`config.mk`:
```
export PLATFORM = sky130hd
export DESIGN_NAME = uart_mm_flat
export DESIGN_NICKNAME = d
export VERILOG_FILES = /design/src/rtl/uart_mm_pkg.sv /design/src/rtl/uart_mm_if.sv /design/src/rtl/uart_fifo.sv /design/src/rtl/uart_mm.sv /design/src/flat_wrapper.sv
export SDC_FILE = /design/constraint.sdc
export NUM_CORES = 1
export LEC_CHECK = 0
export ABC_CLOCK_PERIOD_IN_PS = 9500
export BUFFER_PORTS_ARGS = -buffer_cell sky130_fd_sc_hd__buf_2
export CELL_PAD_IN_SITES_DETAIL_PLACEMENT = 2
export CELL_PAD_IN_SITES_GLOBAL_PLACEMENT = 2
export CORE_MARGIN = 4
export CORE_UTILIZATION = 40
export CTS_BUF_LIST = sky130_fd_sc_hd__clkbuf_4 sky130_fd_sc_hd__clkbuf_8
export DETAILED_ROUTE_END_ITERATION = 6
export HOLD_SLACK_MARGIN = 0.1
export MAX_ROUTING_LAYER = met4
export PLACE_DENSITY_LB_ADDON = 0.12
export SETUP_SLACK_MARGIN = 0.4
export SYNTH_ARGS = -nofsm -noshare
export SYNTH_HDL_FRONTEND = slang
export SYNTH_HIERARCHICAL = 1
export SYNTH_SLANG_ARGS = --single-unit
```
`constraint.sdc`:
```
create_clock -name clk -period 9.5 [get_ports clk]
set_input_delay 0 -clock clk [delete_from_list [all_inputs] [get_ports clk]]
set_output_delay 0 -clock clk [all_outputs]
set_load 0.02 [all_outputs]
```
`src/rtl/uart_mm_pkg.sv`:
```
// uart_mm shared definitions.
// Register offsets, STATUS/CTRL bit positions, engine states.
package uart_mm_pkg;

    localparam logic [1:0] OFF_DATA   = 2'd0;
    localparam logic [1:0] OFF_STATUS = 2'd1;
    localparam logic [1:0] OFF_DIV    = 2'd2;
    localparam logic [1:0] OFF_CTRL   = 2'd3;

    localparam int ST_TX_FULL  = 0;
    localparam int ST_TX_EMPTY = 1;
    localparam int ST_RX_EMPTY = 2;
    localparam int ST_RX_FULL  = 3;
    localparam int ST_RX_OVR   = 4;
    localparam int ST_FERR     = 5;
    localparam int ST_PERR     = 6;
    localparam int ST_TX_OVF   = 7;
    localparam int ST_TX_IDLE  = 8;

    localparam int CT_TX_EN   = 0;
    localparam int CT_RX_EN   = 1;
    localparam int CT_PAR_EN  = 2;
    localparam int CT_PAR_ODD = 3;
    localparam int CT_LOOP    = 4;
    localparam int CT_IRQ_RX  = 5;
    localparam int CT_IRQ_TX  = 6;
    localparam int CT_IRQ_ERR = 7;

    typedef enum logic [2:0] {
        TX_IDLE, TX_START, TX_DATA, TX_PARITY, TX_STOP
    } tx_state_t;

    typedef enum logic [2:0] {
        RX_IDLE, RX_START, RX_DATA, RX_PARITY, RX_STOP
    } rx_state_t;

endpackage

```
`src/rtl/uart_mm_if.sv`:
```
// uart_mm memory-mapped bus bundle.
// Master drives the request side, slave returns responses.
interface uart_mm_if;
    logic [29:0] bus_address;
    logic [31:0] bus_writedata;
    logic        bus_write;
    logic        bus_read;
    logic [3:0]  bus_byteenable;
    logic [4:0]  bus_burstcount;
    logic        s_waitrequest;
    logic [31:0] s_readdata;
    logic        s_readdatavalid;
    logic        s_writeresponsevalid;
    logic [1:0]  s_response;

    modport master (
        output bus_address, bus_writedata, bus_write, bus_read,
        output bus_byteenable, bus_burstcount,
        input  s_waitrequest, s_readdata, s_readdatavalid,
        input  s_writeresponsevalid, s_response
    );

    modport slave (
        input  bus_address, bus_writedata, bus_write, bus_read,
        input  bus_byteenable, bus_burstcount,
        output s_waitrequest, s_readdata, s_readdatavalid,
        output s_writeresponsevalid, s_response
    );
endinterface

```
`src/rtl/uart_fifo.sv`:
```
// uart_mm byte FIFO.
// Extra pointer bit separates full from empty.
module uart_fifo #(
    parameter int DEPTH = 8,
    parameter int WIDTH = 8
) (
    input  logic                     clk,
    input  logic                     rst,
    input  logic                     push,
    input  logic [WIDTH-1:0]         din,
    input  logic                     pop,
    output logic [WIDTH-1:0]         dout,
    output logic                     full,
    output logic                     empty,
    output logic [$clog2(DEPTH):0]   count
);
    localparam int AW = $clog2(DEPTH);

    logic [WIDTH-1:0] mem [DEPTH];
    logic [AW:0]      wp;
    logic [AW:0]      rp;
    logic             do_push;
    logic             do_pop;

    assign empty   = (wp == rp);
    assign full    = (wp[AW] != rp[AW]) && (wp[AW-1:0] == rp[AW-1:0]);
    assign count   = wp - rp;
    assign do_push = push && !full;
    assign do_pop  = pop && !empty;
    assign dout    = mem[rp[AW-1:0]];

    // pointer advance on accepted push/pop
    always_ff @(posedge clk or posedge rst) begin
        if (rst) begin
            wp <= '0;
            rp <= '0;
        end else begin
            if (do_push) wp <= wp + 1'b1;
            if (do_pop)  rp <= rp + 1'b1;
        end
    end

    // storage write, contents need no reset
    always_ff @(posedge clk) begin
        if (do_push) mem[wp[AW-1:0]] <= din;
    end
endmodule

```
`src/rtl/uart_mm.sv`:
```
// uart_mm: memory-mapped UART with TX/RX FIFOs.
// TX and RX bit engines live here; FIFOs are submodules.
module uart_mm
    import uart_mm_pkg::*;
#(
    parameter int          FIFO_DEPTH  = 8,
    parameter logic [27:0] BASE_ADDR   = 28'h0F80000,
    parameter logic [15:0] DEFAULT_DIV = 16'd434
) (
    input  logic      clk,
    input  logic      rst,
    uart_mm_if.slave  bus,
    output logic      irq,
    output logic      all_done,
    output logic      TX,
    input  logic      RX
);
    localparam int CW = $clog2(FIFO_DEPTH) + 1;

    logic          sel, rd, wr;
    logic [1:0]    off;
    logic [15:0]   div_q, div_new;
    logic [7:0]    ctrl_q;
    logic          rx_ovr, ferr, perr, tx_ovf;
    logic [31:0]   status, rdata;
    logic          tx_push, tx_pop, tx_full, tx_empty;
    logic [7:0]    tx_dout;
    logic [CW-1:0] tx_cnt;
    logic          rx_push, rx_pop, rx_full, rx_empty;
    logic [7:0]    rx_dout;
    logic [CW-1:0] rx_cnt;
    logic          unused_bits;

    assign sel = bus.bus_address[29:2] == BASE_ADDR;
    assign off = bus.bus_address[1:0];
    assign rd  = sel && bus.bus_read;
    assign wr  = sel && bus.bus_write;
    assign bus.s_waitrequest = 1'b0;
    assign bus.s_response    = 2'b00;
    assign tx_push = wr && off == OFF_DATA && bus.bus_byteenable[0];
    assign rx_pop  = rd && off == OFF_DATA;
    assign unused_bits = ^{bus.bus_burstcount, bus.bus_writedata[31:16],
                           bus.bus_byteenable[3:2]};

    uart_fifo #(.DEPTH(FIFO_DEPTH), .WIDTH(8)) u_txf (
        .clk(clk), .rst(rst), .push(tx_push), .din(bus.bus_writedata[7:0]),
        .pop(tx_pop), .dout(tx_dout), .full(tx_full), .empty(tx_empty),
        .count(tx_cnt));

    tx_state_t     tx_st, tx_nx;
    logic [15:0]   tx_c, tx_c_nx, tx_dv, tx_dv_nx;
    logic [2:0]    tx_b, tx_b_nx;
    logic [7:0]    tx_sh, tx_sh_nx;
    logic          tx_p, tx_p_nx, tx_last, tx_line;

    rx_state_t     rx_st, rx_nx;
    logic [15:0]   rx_c, rx_c_nx, rx_dv, rx_dv_nx;
    logic [2:0]    rx_b, rx_b_nx;
    logic [7:0]    rx_sh, rx_sh_nx;
    logic          rx_pb, rx_pb_nx, rx_s1, rx_s2, rx_prev;
    logic          rx_cell, rx_half, rx_fall;
    logic          ovr_set, ferr_set, perr_set;

    uart_fifo #(.DEPTH(FIFO_DEPTH), .WIDTH(8)) u_rxf (
        .clk(clk), .rst(rst), .push(rx_push), .din(rx_sh),
        .pop(rx_pop), .dout(rx_dout), .full(rx_full), .empty(rx_empty),
        .count(rx_cnt));

    assign all_done = tx_empty && tx_st == TX_IDLE;
    assign TX       = ctrl_q[CT_LOOP] ? 1'b1 : tx_line;

    // STATUS word and read-data mux
    always_comb begin
        status = '0;
        status[ST_TX_FULL]  = tx_full;
        status[ST_TX_EMPTY] = tx_empty;
        status[ST_RX_EMPTY] = rx_empty;
        status[ST_RX_FULL]  = rx_full;
        status[ST_RX_OVR]   = rx_ovr;
        status[ST_FERR]     = ferr;
        status[ST_PERR]     = perr;
        status[ST_TX_OVF]   = tx_ovf;
        status[ST_TX_IDLE]  = tx_st == TX_IDLE;
        status[23:16]       = 8'(rx_cnt);
        status[31:24]       = 8'(FIFO_DEPTH) - 8'(tx_cnt);
        div_new = div_q;
        if (bus.bus_byteenable[0]) div_new[7:0]  = bus.bus_writedata[7:0];
        if (bus.bus_byteenable[1]) div_new[15:8] = bus.bus_writedata[15:8];
        rdata = '0;
        unique case (off)
            OFF_DATA:   rdata = {rx_empty, 23'b0, rx_empty ? 8'h00 : rx_dout};
            OFF_STATUS: rdata = status;
            OFF_DIV:    rdata = {16'b0, div_q};
            default:    rdata = {24'b0, ctrl_q};
        endcase
    end

    // bus responses, config registers, sticky flags, irq
    always_ff @(posedge clk or posedge rst) begin
        if (rst) begin
            bus.s_readdatavalid      <= 1'b0;
            bus.s_writeresponsevalid <= 1'b0;
            bus.s_readdata           <= '0;
            div_q  <= DEFAULT_DIV;
            ctrl_q <= 8'h03;
            rx_ovr <= 1'b0;
            ferr   <= 1'b0;
            perr   <= 1'b0;
            tx_ovf <= 1'b0;
            irq    <= 1'b0;
        end else begin
            bus.s_readdatavalid      <= rd;
            bus.s_writeresponsevalid <= wr;
            if (rd) bus.s_readdata <= rdata;
            if (wr && off == OFF_DIV)
                div_q <= (div_new < 16'd4) ? 16'd4 : div_new;
            if (wr && off == OFF_CTRL && bus.bus_byteenable[0])
                ctrl_q <= bus.bus_writedata[7:0];
            if (wr && off == OFF_STATUS && bus.bus_byteenable[0]) begin
                if (bus.bus_writedata[ST_RX_OVR]) rx_ovr <= 1'b0;
                if (bus.bus_writedata[ST_FERR])   ferr   <= 1'b0;
                if (bus.bus_writedata[ST_PERR])   perr   <= 1'b0;
                if (bus.bus_writedata[ST_TX_OVF]) tx_ovf <= 1'b0;
            end
            if (ovr_set)            rx_ovr <= 1'b1;
            if (ferr_set)           ferr   <= 1'b1;
            if (perr_set)           perr   <= 1'b1;
            if (tx_push && tx_full) tx_ovf <= 1'b1;
            irq <= (ctrl_q[CT_IRQ_RX] && !rx_empty)
                 | (ctrl_q[CT_IRQ_TX] && tx_empty)
                 | (ctrl_q[CT_IRQ_ERR] && (rx_ovr | ferr | perr | tx_ovf));
        end
    end

    assign tx_last = tx_c == tx_dv - 16'd1;

    // TX engine state register
    always_ff @(posedge clk or posedge rst) begin
        if (rst) begin
            tx_st <= TX_IDLE;
            tx_c  <= '0;
            tx_dv <= 16'd4;
            tx_b  <= '0;
            tx_sh <= '0;
            tx_p  <= 1'b0;
        end else begin
            tx_st <= tx_nx;
            tx_c  <= tx_c_nx;
            tx_dv <= tx_dv_nx;
            tx_b  <= tx_b_nx;
            tx_sh <= tx_sh_nx;
            tx_p  <= tx_p_nx;
        end
    end

    // TX next state: divisor latched at frame start
    always_comb begin
        tx_nx    = tx_st;
        tx_c_nx  = tx_c;
        tx_dv_nx = tx_dv;
        tx_b_nx  = tx_b;
        tx_sh_nx = tx_sh;
        tx_p_nx  = tx_p;
        tx_pop   = 1'b0;
        if (tx_st != TX_IDLE) tx_c_nx = tx_last ? 16'd0 : tx_c + 16'd1;
        unique case (tx_st)
            TX_IDLE: if (ctrl_q[CT_TX_EN] && !tx_empty) begin
                tx_pop   = 1'b1;
                tx_sh_nx = tx_dout;
                tx_p_nx  = (^tx_dout) ^ ctrl_q[CT_PAR_ODD];
                tx_dv_nx = div_q;
                tx_c_nx  = '0;
                tx_nx    = TX_START;
            end
            TX_START: if (tx_last) begin
                tx_b_nx = '0;
                tx_nx   = TX_DATA;
            end
            TX_DATA: if (tx_last) begin
                tx_sh_nx = tx_sh >> 1;
                tx_b_nx  = tx_b + 3'd1;
                if (tx_b == 3'd7)
                    tx_nx = ctrl_q[CT_PAR_EN] ? TX_PARITY : TX_STOP;
            end
            TX_PARITY: if (tx_last) tx_nx = TX_STOP;
            TX_STOP:   if (tx_last) tx_nx = TX_IDLE;
            default:   tx_nx = TX_IDLE;
        endcase
    end

    // TX line level per state, high when idle
    always_comb begin
        tx_line = 1'b1;
        unique case (tx_st)
            TX_START:  tx_line = 1'b0;
            TX_DATA:   tx_line = tx_sh[0];
            TX_PARITY: tx_line = tx_p;
            default:   tx_line = 1'b1;
        endcase
    end

    assign rx_cell = rx_c == rx_dv - 16'd1;
    assign rx_half = rx_c == (rx_dv >> 1) - 16'd1;
    assign rx_fall = rx_prev && !rx_s2;

    // RX synchronizer and engine state register
    always_ff @(posedge clk or posedge rst) begin
        if (rst) begin
            rx_s1   <= 1'b1;
            rx_s2   <= 1'b1;
            rx_prev <= 1'b1;
            rx_st   <= RX_IDLE;
            rx_c    <= '0;
            rx_dv   <= 16'd4;
            rx_b    <= '0;
            rx_sh   <= '0;
            rx_pb   <= 1'b0;
        end else begin
            rx_s1   <= ctrl_q[CT_LOOP] ? tx_line : RX;
            rx_s2   <= rx_s1;
            rx_prev <= rx_s2;
            rx_st   <= rx_nx;
            rx_c    <= rx_c_nx;
            rx_dv   <= rx_dv_nx;
            rx_b    <= rx_b_nx;
            rx_sh   <= rx_sh_nx;
            rx_pb   <= rx_pb_nx;
        end
    end

    // RX next state: mid-cell sampling, error/overrun on stop bit
    always_comb begin
        rx_nx    = rx_st;
        rx_c_nx  = rx_c;
        rx_dv_nx = rx_dv;
        rx_b_nx  = rx_b;
        rx_sh_nx = rx_sh;
        rx_pb_nx = rx_pb;
        rx_push  = 1'b0;
        ovr_set  = 1'b0;
        ferr_set = 1'b0;
        perr_set = 1'b0;
        if (rx_st != RX_IDLE) rx_c_nx = rx_c + 16'd1;
        if (!ctrl_q[CT_RX_EN]) begin
            rx_nx = RX_IDLE;
        end else begin
            unique case (rx_st)
                RX_IDLE: if (rx_fall) begin
                    rx_dv_nx = div_q;
                    rx_c_nx  = '0;
                    rx_pb_nx = 1'b0;
                    rx_nx    = RX_START;
                end
                RX_START: if (rx_half) begin
                    rx_c_nx = '0;
                    rx_b_nx = '0;
                    rx_nx   = rx_s2 ? RX_IDLE : RX_DATA;
                end
                RX_DATA: if (rx_cell) begin
                    rx_c_nx  = '0;
                    rx_sh_nx = {rx_s2, rx_sh[7:1]};
                    rx_b_nx  = rx_b + 3'd1;
                    if (rx_b == 3'd7)
                        rx_nx = ctrl_q[CT_PAR_EN] ? RX_PARITY : RX_STOP;
                end
                RX_PARITY: if (rx_cell) begin
                    rx_c_nx  = '0;
                    rx_pb_nx = rx_s2 != ((^rx_sh) ^ ctrl_q[CT_PAR_ODD]);
                    rx_nx    = RX_STOP;
                end
                RX_STOP: if (rx_cell) begin
                    rx_nx = RX_IDLE;
                    if (!rx_s2)       ferr_set = 1'b1;
                    else if (rx_pb)   perr_set = 1'b1;
                    else if (rx_full) ovr_set  = 1'b1;
                    else              rx_push  = 1'b1;
                end
                default: rx_nx = RX_IDLE;
            endcase
        end
    end
endmodule

```
`src/flat_wrapper.sv`:
```
// flat-port wrapper written by rule: the top's interface ports become plain ports
module uart_mm_flat import uart_mm_pkg::*;
#(
    parameter int          FIFO_DEPTH  = 8,
    parameter logic [27:0] BASE_ADDR   = 28'h0F80000,
    parameter logic [15:0] DEFAULT_DIV = 16'd434
)
  (clk, rst, irq, all_done, TX, RX, bus_bus_address, bus_bus_writedata, bus_bus_write, bus_bus_read, bus_bus_byteenable, bus_bus_burstcount, bus_s_waitrequest, bus_s_readdata, bus_s_readdatavalid, bus_s_writeresponsevalid, bus_s_response);
  uart_mm_if bus_i ();
  input  logic clk;
  input  logic rst;
  output logic irq;
  output logic all_done;
  output logic TX;
  input  logic RX;
  input wire logic [$bits(bus_i.bus_address)-1:0] bus_bus_address;
  input wire logic [$bits(bus_i.bus_writedata)-1:0] bus_bus_writedata;
  input wire logic [$bits(bus_i.bus_write)-1:0] bus_bus_write;
  input wire logic [$bits(bus_i.bus_read)-1:0] bus_bus_read;
  input wire logic [$bits(bus_i.bus_byteenable)-1:0] bus_bus_byteenable;
  input wire logic [$bits(bus_i.bus_burstcount)-1:0] bus_bus_burstcount;
  output wire logic [$bits(bus_i.s_waitrequest)-1:0] bus_s_waitrequest;
  output wire logic [$bits(bus_i.s_readdata)-1:0] bus_s_readdata;
  output wire logic [$bits(bus_i.s_readdatavalid)-1:0] bus_s_readdatavalid;
  output wire logic [$bits(bus_i.s_writeresponsevalid)-1:0] bus_s_writeresponsevalid;
  output wire logic [$bits(bus_i.s_response)-1:0] bus_s_response;
  assign bus_i.bus_address = bus_bus_address;
  assign bus_i.bus_writedata = bus_bus_writedata;
  assign bus_i.bus_write = bus_bus_write;
  assign bus_i.bus_read = bus_bus_read;
  assign bus_i.bus_byteenable = bus_bus_byteenable;
  assign bus_i.bus_burstcount = bus_bus_burstcount;
  assign bus_s_waitrequest = bus_i.s_waitrequest;
  assign bus_s_readdata = bus_i.s_readdata;
  assign bus_s_readdatavalid = bus_i.s_readdatavalid;
  assign bus_s_writeresponsevalid = bus_i.s_writeresponsevalid;
  assign bus_s_response = bus_i.s_response;
  uart_mm #(.FIFO_DEPTH(FIFO_DEPTH), .BASE_ADDR(BASE_ADDR), .DEFAULT_DIV(DEFAULT_DIV)) u_core (.clk(clk), .rst(rst), .bus(bus_i), .irq(irq), .all_done(all_done), .TX(TX), .RX(RX));
endmodule
```
Word-level counts from Yosys, hierarchy flattened:

Memory sizes are Yosys's and may differ from the RTL's.
Cells that the tools add are included.

* logic and storage cells: 239
* bits in writable memories: 128
* bits in registers: 176
* input port bits: 76
* memories: 2

* order comparisons: 1
* multiplexer cells: 85
* equality and inequality tests: 40
* add/subtract/negate cells: 14
* bitwise logic cells: 7
* reductions and logical operators: 61

Memory list
* u_core.u_rxf.mem: words 8, bits a word 8, rd ports 1, clocked after memory_dff 0, wr ports 1, line uart_fifo.sv:19 `logic [WIDTH-1:0] mem [DEPTH];`
* u_core.u_txf.mem: words 8, bits a word 8, rd ports 1, clocked after memory_dff 0, wr ports 1, line uart_fifo.sv:19

Operators with widths (number)
* 16-bit two-way mux: 10
* 32-bit one-hot mux with 3 select lines: 1
* 3-bit two-way mux: 17
* 16-bit == test: 3
* 16-bit one-hot mux with 3 select lines: 1
* 1-bit two-way mux: 43
* 8-bit two-way mux: 5
* 16-bit by 1-bit adder with 16-bit output, second input constant: 2
* 16-bit by 1-bit subtractor with 16-bit output, second input constant: 2
* 3-bit one-hot mux with 5 select lines: 2
* 28-bit by 24-bit == test with 1-bit output, second input constant: 1
* 2-bit nonzero test: 12
* 1-bit logical AND: 23
* 2-bit by 1-bit inequality test with 1-bit output, second input constant: 9
* 3-bit inequality test, second input constant: 6
* 4-bit by 1-bit adder with 4-bit output, second input constant: 4
* 16-bit by 3-bit < comparator with 1-bit output, second input constant: 1
* 8-bit one-hot mux with 2 select lines: 1
* 8-bit parity: 2
* 15-bit by 1-bit subtractor with 16-bit output, second input constant: 1
* 3-bit by 2-bit == test with 1-bit output, second input constant: 4
* 3-bit == test, second input constant: 4
* 3-bit one-hot mux with 2 select lines: 2
* 3-bit AND reduction: 4
* other kinds (23): 48

Logic depth before layout (Yosys ltp):

Gate-level depths: netlist (run 1).

* word-level depth: 11
* gate-level depth with buffers: 15
* gate-level depth less buffers: 12

Cells and area by module:

The synthesis (run 1) kept the hierarchy.

By module, submodules not included
* uart_mm: area each 9120.0 um2, cells an instance 976, times used 1
* uart_fifo at u_core.u_txf: area each 2996.6 um2, cells an instance 168, times used 1
* uart_fifo at u_core.u_rxf: area each 2994.1 um2, cells an instance 168, times used 1

Worst setup path before layout (run 1):

Ideal clock, no wire load.

* path type: register to register
* start: register u_core.rx_dv[1]
* end: memory u_core.u_rxf.mem[0][0] (enable)
* setup slack: 5.637 ns
* arrival: 3.469 ns
* path buffers: 0
* cell stages (with the launch flop): 12
* setup time: 0.395 ns
* cell sequence: dfrtp_1 -> inv_1 -> ha_1 -> nor4b_2 -> nand3_1 -> nor4_2 -> o32ai_1 -> nor4_1 -> nand4_1 -> nor3_1 -> o21ai_4 -> nor4_1

* longest elaborated chain between the ends: 8

Ends and longest elaborated chain
* start: declaration: line uart_mm.sv:57 `logic [15:0] rx_c, rx_c_nx, rx_dv, rx_dv_nx;`
* start signal: assignment: line uart_mm.sv:224 `rx_dv <= rx_dv_nx;`
* 16-bit by 1-bit subtractor with 16-bit output: line uart_mm.sv:202 `assign rx_cell = rx_c == rx_dv - 16'd1;`
* 16-bit == test: line uart_mm.sv:202
* 1-bit two-way mux: line uart_mm.sv:271 `RX_STOP: if (rx_cell) begin`
* 1-bit two-way mux: line uart_mm.sv:247 `unique case (rx_st)`
* 1-bit two-way mux: line uart_mm.sv:244 `if (!ctrl_q[CT_RX_EN]) begin`
* net u_core.rx_push: line uart_mm.sv:29 `logic rx_push, rx_pop, rx_full, rx_empty;`
* 1-bit logical AND: line uart_fifo.sv:28 `assign do_push = push && !full;`
* 1-bit two-way mux: line uart_fifo.sv:45 `if (do_push) mem[wp[AW-1:0]] <= din;`
* 1-bit two-way mux (implied by the code): line uart_fifo.sv:45
* end: declaration: line uart_fifo.sv:19

The timed path passes the listed nets, and every way through them passes these cells.

Worst setup path in the final report (run 1):

* start: register u_core.rx_dv[1]
* end: memory u_core.u_rxf.mem[2][4] (enable)

The elaborated chain is that of the path after synthesis.

==> metrics list, run 1 <==
- The final number of max-transition violations was 0.
* Capturing element type of the critical path: register
- The average instance in the mapped netlist occupies 11.52 sq um.
- Wire length of the first global-routing pass: 69100 microns
- Source-to-sink clock delay at the later pin of the worst-skew pair: 0.63 ns
- Number of port buffers: 85
- The final layout contains 1536 nets.
- Power density over the cells: 153.1 mW/mm^2
- The worst-case IR drop observed on VDD is 107.6 uV.
- Slowest CP cell: sky130_fd_sc_hd__nor3_2
* Peak per-stage delay on the critical path: 0.86 ns
- Ys flop type: sky130_fd_sc_hd__dfrtp_1
* Post-CTS setup buffer count: 0
- Pre-Repair DR Iteration Count: 4
* Vias in the first global route: 11945
- Resize count post-CTS: 0
- Synthesis produced a netlist whose cell count is 1312.
* Initial Utilization: 0.4088
* Register-to-register setup slack: 4.51 ns
* Hold Crit Depth: 4
* Clock Skew: 0.03345 ns
- Buffers inserted during clock tree synthesis total 53.
* Top library cells by usage in the layout, fill and taps aside: sky130_fd_sc_hd__nand2_1, sky130_fd_sc_hd__dfrtp_1, sky130_fd_sc_hd__edfxtp_1, sky130_fd_sc_hd__nor2_1, sky130_fd_sc_hd__buf_2
* CTS clock-pin slew for the worst setup and hold paths: 0.06 ns
* Final-report hold violation count: 0
* Reg2reg start: u_core/rx_dv[1]
- CTS sink count: 298
- The initial antenna violation count is 0.
- Number of warnings printed during yosys synthesis: 6
- Subtracting the final worst setup slack from the clock period gives 4.990 ns.
- For hold timing, the worst endpoint is u_core/rx_s1.
- Outcome: finished clean
- Most area-consuming cells after synthesis: sky130_fd_sc_hd__dfrtp_1, sky130_fd_sc_hd__edfxtp_1, sky130_fd_sc_hd__nand2_1
* Endpoint required time on the critical path: 9.74 ns
- For this run, the total global-route usage over all layers was measured as 0.2179.
* Wire length after detailed routing: 42830 microns
* R2R depth: 11
- Of the synthesized area, sequential elements account for 0.5369.
* Setup repair after global routing missed its margin: false
* Layout-stage area growth over the synthesis result: 15.18%
- At the end of the flow the core is filled with cells to 0.4709.
* Placer's final routability congestion estimate: 0.8066
- Counting flops with a built-in enable in the synthesized netlist gives 128.
* Fmax: 200.4 MHz
* Slew HR: 0.3165
* Finish-stage setup viols: 0
- Drt wl/cell: 21.57 microns
* Worst path cell trace: inv_1 -> ha_1 -> nor4b_2 -> nand3_1 -> nor4_2 -> o32ai_1 -> nor4_1 -> nand4_1 -> nor3_1 -> o21ai_4 -> nor3_2
- The initialized floorplan defines 70 standard-cell rows.
- Transition time of the tightest slew-check pin: 1.020 ns
- DP Area: 0.01595 sq mm
- In the final layout, the share of cells above drive strength 1 is 0.2146.
- The die covers 0.04095 sq mm.
- The tool flagged a number of max-cap violations equal to 0.
- In this run the critical register-to-register path is captured at u_core/u_rxf/mem[2][4].
- The die is 202.4 microns tall.
- Counting the fill cells in the layout gives 3803.
- The share of synthesized area in the top cell type comes to 0.2617.
- Setup TNS: 0 ns
- In this run the deepest clock path goes through 3 buffers.
- The startpoint identified for the worst hold timing path is RX.
- Placeable core region: 0.03696 sq mm
- For this run, global-route usage on met1 was measured as 0.2836.
- Number of nets still failing antenna checks after routing: 0
- Once detailed placement completed, the half-perimeter wirelength came to 28910 microns.
* Largest fanout on the critical path: 8
* Layer carrying the most global-route usage: met2
* Worst setup SP type: register
- CTS built an H-tree with a depth of 2.
- Combined area of all synthesized cells: 0.01511 sq mm
- Classification of the worst-slack hold path: in2reg
- The first routing iteration left 459 violations.
* Inserted Diodes: 0
- Of the available clock period, the critical path in the final layout requires 0.5252.
* Share of synthesized flip-flops with an asynchronous set or reset: 0.5705
- 116 I/O pins were placed.
* Worst endpoint data arrival time: 5.23 ns
- Cell area after layout: 0.01740 sq mm
- Global route overflow: 0
- The die is 202.4 microns wide.
- Cell taking the most area after synthesis: sky130_fd_sc_hd__dfrtp_1
- Clock tree from TritonCTS: built
* Post-synthesis register bit count: 298
- DRC viols: 0
- Maximum number of pins on one net before global-route repair: 85
* Cell chosen for the clock root: sky130_fd_sc_hd__clkbuf_8
* Classification of the worst setup path: reg2reg
- Global routing usage on met3: 0.03000
- Summed over all cells, the static leakage comes to 7.443 nW.
- Most common cell after layout, fill and taps aside: sky130_fd_sc_hd__nand2_1
* GR Layer Usage met2: 0.3615
* Average vias per placed instance: 5.371
- Yosys cell types: 85
- The routed layout has 10667 vias.
[flip-flops by register name, indices dropped and copies added (netlist names), 16 cells and up]
name,cells
u_core/div_q,16
u_core/rx_dv,16
u_core/u_rxf/mem,64
u_core/tx_dv,16
u_core/u_txf/mem,64
u_core/bus.s_readdata,26
u_core/tx_c,16
u_core/rx_c,16
[per-stage QoR]
stage	worst slack [ns]	total power, W	hold WS, ns	std cells
after floorplan	5.370	0.001393	-0.1843	1318
after global placement	4.580	0.001418	0.04146	1853
after detailed placement	4.503	0.001419	0.03809	1853
after CTS	4.444	0.002713	0.1153	1986
after global routing	4.238	0.002782	0.1800	1986
final	4.510	0.002664	0.1949	1986
[worst max-delay path, delay by kind of cell, from the launching register on]
kind	cells	cell delay [ns]
simple gates	7	3.44
flops	1	0.41
compound gates	2	0.35
fa+ha+maj	1	0.28
buf+inv	1	0.11
[what timing repair did]
action,4_1_cts,5_1_grt
endpoints found under the hold margin,222,0
hold buffers,34,0
endpoints found under the setup margin,0,0
[area by class of cell]
type,count,area [sq um],area share
Timing Repair Buffer,136,893.4,0.05133
Clock inverter,19,123.9,0.007117
Inverter,39,151.4,0.008699
Multi-Input combinational cell,910,6497,0.3733
Tap cell,504,630.6,0.03623
Clock buffer,80,994.7,0.05715
Sequential cell,298,8113,0.4661
[routing by layer]
layer,vias up,part of all wire
li1,4936,-
met3,67,0.030
met2,152,0.50
met5,-,0
met4,0,0.021
met1,5512,0.45
[worst max-delay path by stage]
stage          slack [ns]  cells past startpoint            start                  endpoint
6_report             4.51                     11  u_core/rx_dv[1]    u_core/u_rxf/mem[2][4]
4_1_cts              4.44                     11  u_core/rx_dv[1]    u_core/u_rxf/mem[6][1]
3_3_place_gp         4.58                     11  u_core/rx_dv[1]    u_core/u_rxf/mem[2][4]
3_5_place_dp         4.50                     11  u_core/rx_dv[1]    u_core/u_rxf/mem[5][4]
5_1_grt              4.24                     11  u_core/rx_dv[1]    u_core/u_rxf/mem[5][4]
2_1_floorplan        5.37                      1              rst  u_core/bus.s_readdata[0]
[synthesized netlist by cell type (all sizes together) (16+ instances only)]
cell type / n
a21oi: 19
and2: 20
and3: 16
buf: 32
clkbuf: 39
dfrtp: 158
edfxtp: 128
ha: 20
inv: 38
mux2: 44
mux4: 34
nand2: 196
nand3: 48
nand4: 17
nor2: 103
nor3: 31
nor4: 24
o21ai: 34
xnor2: 72
xor2: 52
[report_power, final]
part	switching [W]	internal, W	total, W	leakage, nW
clock	0.000564	0.000698	0.00126	0.598
sequential	0.000000902	0.00134	0.00134	3.33
combinational	0.0000390	0.0000196	0.0000586	3.51
total	0.000604	0.00206	0.00266	7.44
[logic make-up after synthesis]
logic type	after synthesis	share of synthesized area
AOI/OAI and AO/OA	135	0.06550
muxes	93	0.09439
adders and majority gates	22	0.01921
and+or+nand+nor	528	0.1734
other	1	0.0002482
xor gates and xnor gates	125	0.07444
buffers and inverters	110	0.03594
DFF	298	0.5369
Note: power is estimated with default switching activity, not from simulation.
==> run 2, diff against run 1 <==
--- a/config.mk
+++ b/config.mk
@@ -5,12 +5,13 @@
 export SDC_FILE = /design/constraint.sdc
 export NUM_CORES = 1
 export LEC_CHECK = 0
-export ABC_CLOCK_PERIOD_IN_PS = 9500
+export ABC_AREA = 1
+export ABC_CLOCK_PERIOD_IN_PS = 5100
 export BUFFER_PORTS_ARGS = -buffer_cell sky130_fd_sc_hd__buf_2
 export CELL_PAD_IN_SITES_DETAIL_PLACEMENT = 2
 export CELL_PAD_IN_SITES_GLOBAL_PLACEMENT = 2
 export CORE_MARGIN = 4
-export CORE_UTILIZATION = 40
+export CORE_UTILIZATION = 38
 export CTS_BUF_LIST = sky130_fd_sc_hd__clkbuf_4 sky130_fd_sc_hd__clkbuf_8
 export DETAILED_ROUTE_END_ITERATION = 6
 export HOLD_SLACK_MARGIN = 0.1
==> constraint.sdc (replaced) <==
create_clock -name clk -period 5.1 [get_ports clk]
set_input_delay 0 -clock clk [delete_from_list [all_inputs] [get_ports clk]]
set_output_delay 0 -clock clk [all_outputs]
set_load 0.02 [all_outputs]
==> run 2 against run 1 <==
Global-route usage up 3.3 points. Hold slack improved by 0.032 ns. Via count increased by 39%. Clock skew is 0.017 ns lower. Total power is 94% higher. Worst setup slack worse by 3.7 ns. Non-clock buffer count increased by 8. Register-to-register slack lost 3.7 ns. Combinational power up 130%. Largest power group is now clock.
==> metrics list, run 2 <==
* Outcome: finished clean
- Among all cell types in the netlist, the one instantiated most often is sky130_fd_sc_hd__nand2_1.
- Summed over all layers, the global routing overflow is 0.
- At the worst endpoint, the arrival time is 4.54 ns.
* First DRT Iteration DRCs: 784
- Clock Skew: 0.01641 ns
* Number of antenna violations at the first check in global routing: 1
- Source-to-sink clock delay at the later pin of the worst-skew pair: 0.66 ns
- Combined area of all synthesized cells: 0.01694 sq mm
* Setup repair after global routing missed its margin: false
* Reported net switching power: 0.001183 W
* Power density over the cells: 265.0 mW/mm^2
- For this design, the slowest cell found on the critical path is sky130_fd_sc_hd__nor2_1.
- Counting flops with a built-in enable in the synthesized netlist gives 128.
* Yosys cell types: 53
* Proportion of layout cells with a drive suffix above 1: 0.1242
* Capturing element type of the critical path: register
- Final instance count without filler cells: 2920
- In this run the tightest slew margin relative to its limit is 0.1824.
* Most numerous cell types in the synthesized netlist: sky130_fd_sc_hd__nand2_1, sky130_fd_sc_hd__inv_1, sky130_fd_sc_hd__nand3_1, sky130_fd_sc_hd__dfrtp_1, sky130_fd_sc_hd__edfxtp_1
- Cell family with most CP delay: simple AND/OR/NAND/NOR gates
- Transition time of the tightest slew-check pin: 1.222 ns
- Pre-CTS setup slack: 0.9046 ns
- Worst Path Buf+Inv: 1
- Most area-consuming cells after synthesis: sky130_fd_sc_hd__dfrtp_1, sky130_fd_sc_hd__edfxtp_1, sky130_fd_sc_hd__nand2_1
* Wire length of the first global-routing pass: 91960 microns
* Count of final max-slew check failures: 0
- Ys flop type: sky130_fd_sc_hd__dfrtp_1
- The min-delay analysis places its worst path in the category in2reg.
- In this run the deepest clock path goes through 3 buffers.
* Total number of placement rows: 77
- Placer's final routability congestion estimate: 0.8237
* Worst path cell trace: inv_1 -> ha_1 -> nand2_2 -> nand3_1 -> nand2_1 -> o21ai_0 -> nor2_1 -> nand3_1 -> nor2_1 -> nand4_1 -> nor2_1 -> nand3_1 -> nor2_1 -> nand2_4 -> nor2_1
- The root buffer cell chosen for the clock tree is sky130_fd_sc_hd__clkbuf_8.
- Most used cell along the critical path: sky130_fd_sc_hd__nor2_1
- Max-cap violations in this run came to 0.
* Initial Utilization: 0.3840
- Setup TNS: 0 ns
* Peak per-stage delay on the critical path: 0.67 ns
* Final critical-path share of the clock period: 0.8348
- Multi-input logic area: 0.007224 sq mm
* Sequential group share of total power: 0.485
- Data on the critical path is required at its endpoint by 5.38 ns.
* Die Wd: 219.2 microns
- Worst Hold Margin: 0.2271 ns
* Post-route worst setup slack: 0.8423 ns
- Dividing the detail-routed wire length by the instance count gives 19.78 microns.
- Leakage power figure: 9.800 nW
- The share of total power dissipated in the clock network is 0.489.
- Area share of the leading cell type in the synthesized netlist: 0.2334
- The floorplan step defined a core boundary enclosing 0.04412 sq mm.
* Layout net count: 2378
- Share of synthesized flip-flops with an asynchronous set or reset: 0.5705
- The count of endpoints failing hold in the final timing report came to 0.
- Number of nets still failing antenna checks after routing: 0
- Once detailed placement completed, the half-perimeter wirelength came to 40860 microns.
- Derived from the worst setup path, the maximum achievable clock frequency is 234.9 MHz.
- Cell taking the most area after synthesis: sky130_fd_sc_hd__dfrtp_1
* Largest fanout on the critical path: 9
* Avg Synthesized Cell Area: 7.913 sq um
- Clock tree from TritonCTS: built
- The sequential cells in the finished layout cover a total of 0.008113 sq mm.
* CTS sink count: 298
* Finish-stage setup viols: 0
- In this run the number of H-tree levels came out at 2.
- Internal power comes to 0.003979 W.
- The via count of the first global-routing pass came to 16754.
- Pre-Repair DR Iteration Count: 5
- Comb pwr share: 0.026
- Total Routing Usage GR: 0.2506
* Switching power share of the total: 0.2291
- The routed design has 57740 microns of wire.
- Clock-pin slew was measured on the worst setup and hold paths at 0.06 ns.
- The cell count after synthesis came out at 2141.
* Classification of the worst setup path: reg2reg
- Number of port buffers: 85
* Worst setup SP type: register
- The Yosys step of the flow raised 6 warnings.
- Number of ports placed on the die boundary: 116
- The library cells used most frequently in the layout, excluding fill and tap cells, are sky130_fd_sc_hd__nand2_1, sky130_fd_sc_hd__inv_1, sky130_fd_sc_hd__nand3_1, sky130_fd_sc_hd__dfrtp_1, sky130_fd_sc_hd__edfxtp_1.
- Die area: 0.04803 sq mm
- Once the clock tree was built, the setup fixing pass inserted 0 buffers.
- Min Tclk post-route: 4.258 ns
- DRC viols: 0
- Resize count post-CTS: 0
* Die outline height: 219.2 microns
* Most common cell after layout, fill and taps aside: sky130_fd_sc_hd__nand2_1
- Once placement completed, the tool counted placed cells totaling 2766.
- Once layout is done, the placed cells without fillers occupy 0.01948 sq mm.
* Num CTS Buffers: 55
- The placed instances occupy a cell area of 0.01779 sq mm.
* Maximum number of pins on one net before global-route repair: 59
- Average vias per placed instance: 5.082
- Counting flops and latches in the post-synthesis netlist gives 298.
* Layout-stage area growth over the synthesis result: 14.96%
- Number of filler instances in the final layout: 5122
- Number of vias in the routed layout: 14839
- Max rail drop VDD: 159.3 uV
- For this run, the register share of the synthesized area comes to 0.4788.
run 2: metrics by stage:
stage                     utilization  power [W]
final                          0.4414   0.005162
after detailed placement       0.4032   0.002655
after floorplan                     -   0.002600
after CTS                      0.4414   0.005243
after global routing           0.4414   0.005378
after global placement         0.4032   0.002651
run 2: final timing paths:
path,from,endpoint,slack (ns),cells after the start
min in group asynchronous,rst,u_core/u_txf/rp[0],0.55,4
hold / removal,bus_bus_writedata[2],u_core/u_txf/mem[7][2],0.23,2
setup reg to reg,u_core/rx_dv[2],u_core/u_rxf/mem[5][1],0.84,15
max in group asynchronous,rst,u_core/bus.s_readdata[6],3.31,5
hold reg to reg,u_core/rx_s1,u_core/rx_s2,0.37,0
setup / recovery,u_core/rx_dv[2],u_core/u_rxf/mem[5][1],0.84,15
run 2: cells by family (layout without fill, tap and decap cells):
group	count (synthesis)	count (layout)	synth area share
AND/OR/NAND/NOR	1196	1196	0.3133
buffers and inverters	388	568	0.09623
flip-flops	298	298	0.4788
AO/OA/AOI/OAI	155	155	0.05192
XOR/XNOR	81	81	0.04232
adder cells (fa/ha/maj)	22	22	0.01713
other	1	8	0.0002213
run 2: power groups by stage:
stage          Clock, W  Sequential, W  Combinational (W)
6_report        0.00252        0.00250           0.000136
5_1_grt         0.00273        0.00250           0.000152
4_1_cts         0.00261        0.00250           0.000135
3_5_place_dp          0        0.00255           0.000108
3_3_place_gp          0        0.00255           0.000104
2_1_floorplan         0        0.00255          0.0000532
run 2: what timing repair did:
action | in CTS | in global routing
endpoints found under the setup margin | 0 | 0
hold buffers | 49 | 0
hold endpoints to repair | 215 | 0
run 2: routing by layer:
metal / vias up / GRT usage / wire, microns
li1: 7055 / - / -
met1: 7448 / 0.2958 / 24930
met2: 231 / 0.4406 / 29090
met3: 105 / 0.03586 / 1890
met4: 0 / 0.08363 / 1831
met5: - / - / 0
run 2: worst register-to-register path: cells and delay by family, from the launching register on:
kind,cells,cell delay (ns)
buffers and inverters,1,0.07
flip-flops,1,0.57
AND/OR/NAND/NOR,12,2.89
adder cells (fa/ha/maj),1,0.26
AO/OA/AOI/OAI,1,0.10
run 2: cell type report:
cell class / count / area share
clock buffers: 79 / 0.04972
multi-input cells: 1461 / 0.3709
inverters: 320 / 0.06218
repair buffers: 144 / 0.05088
clock inverters: 25 / 0.01163
diodes: 1 / 0.0001285
well taps: 592 / 0.03803
flip-flops and latches: 298 / 0.4165
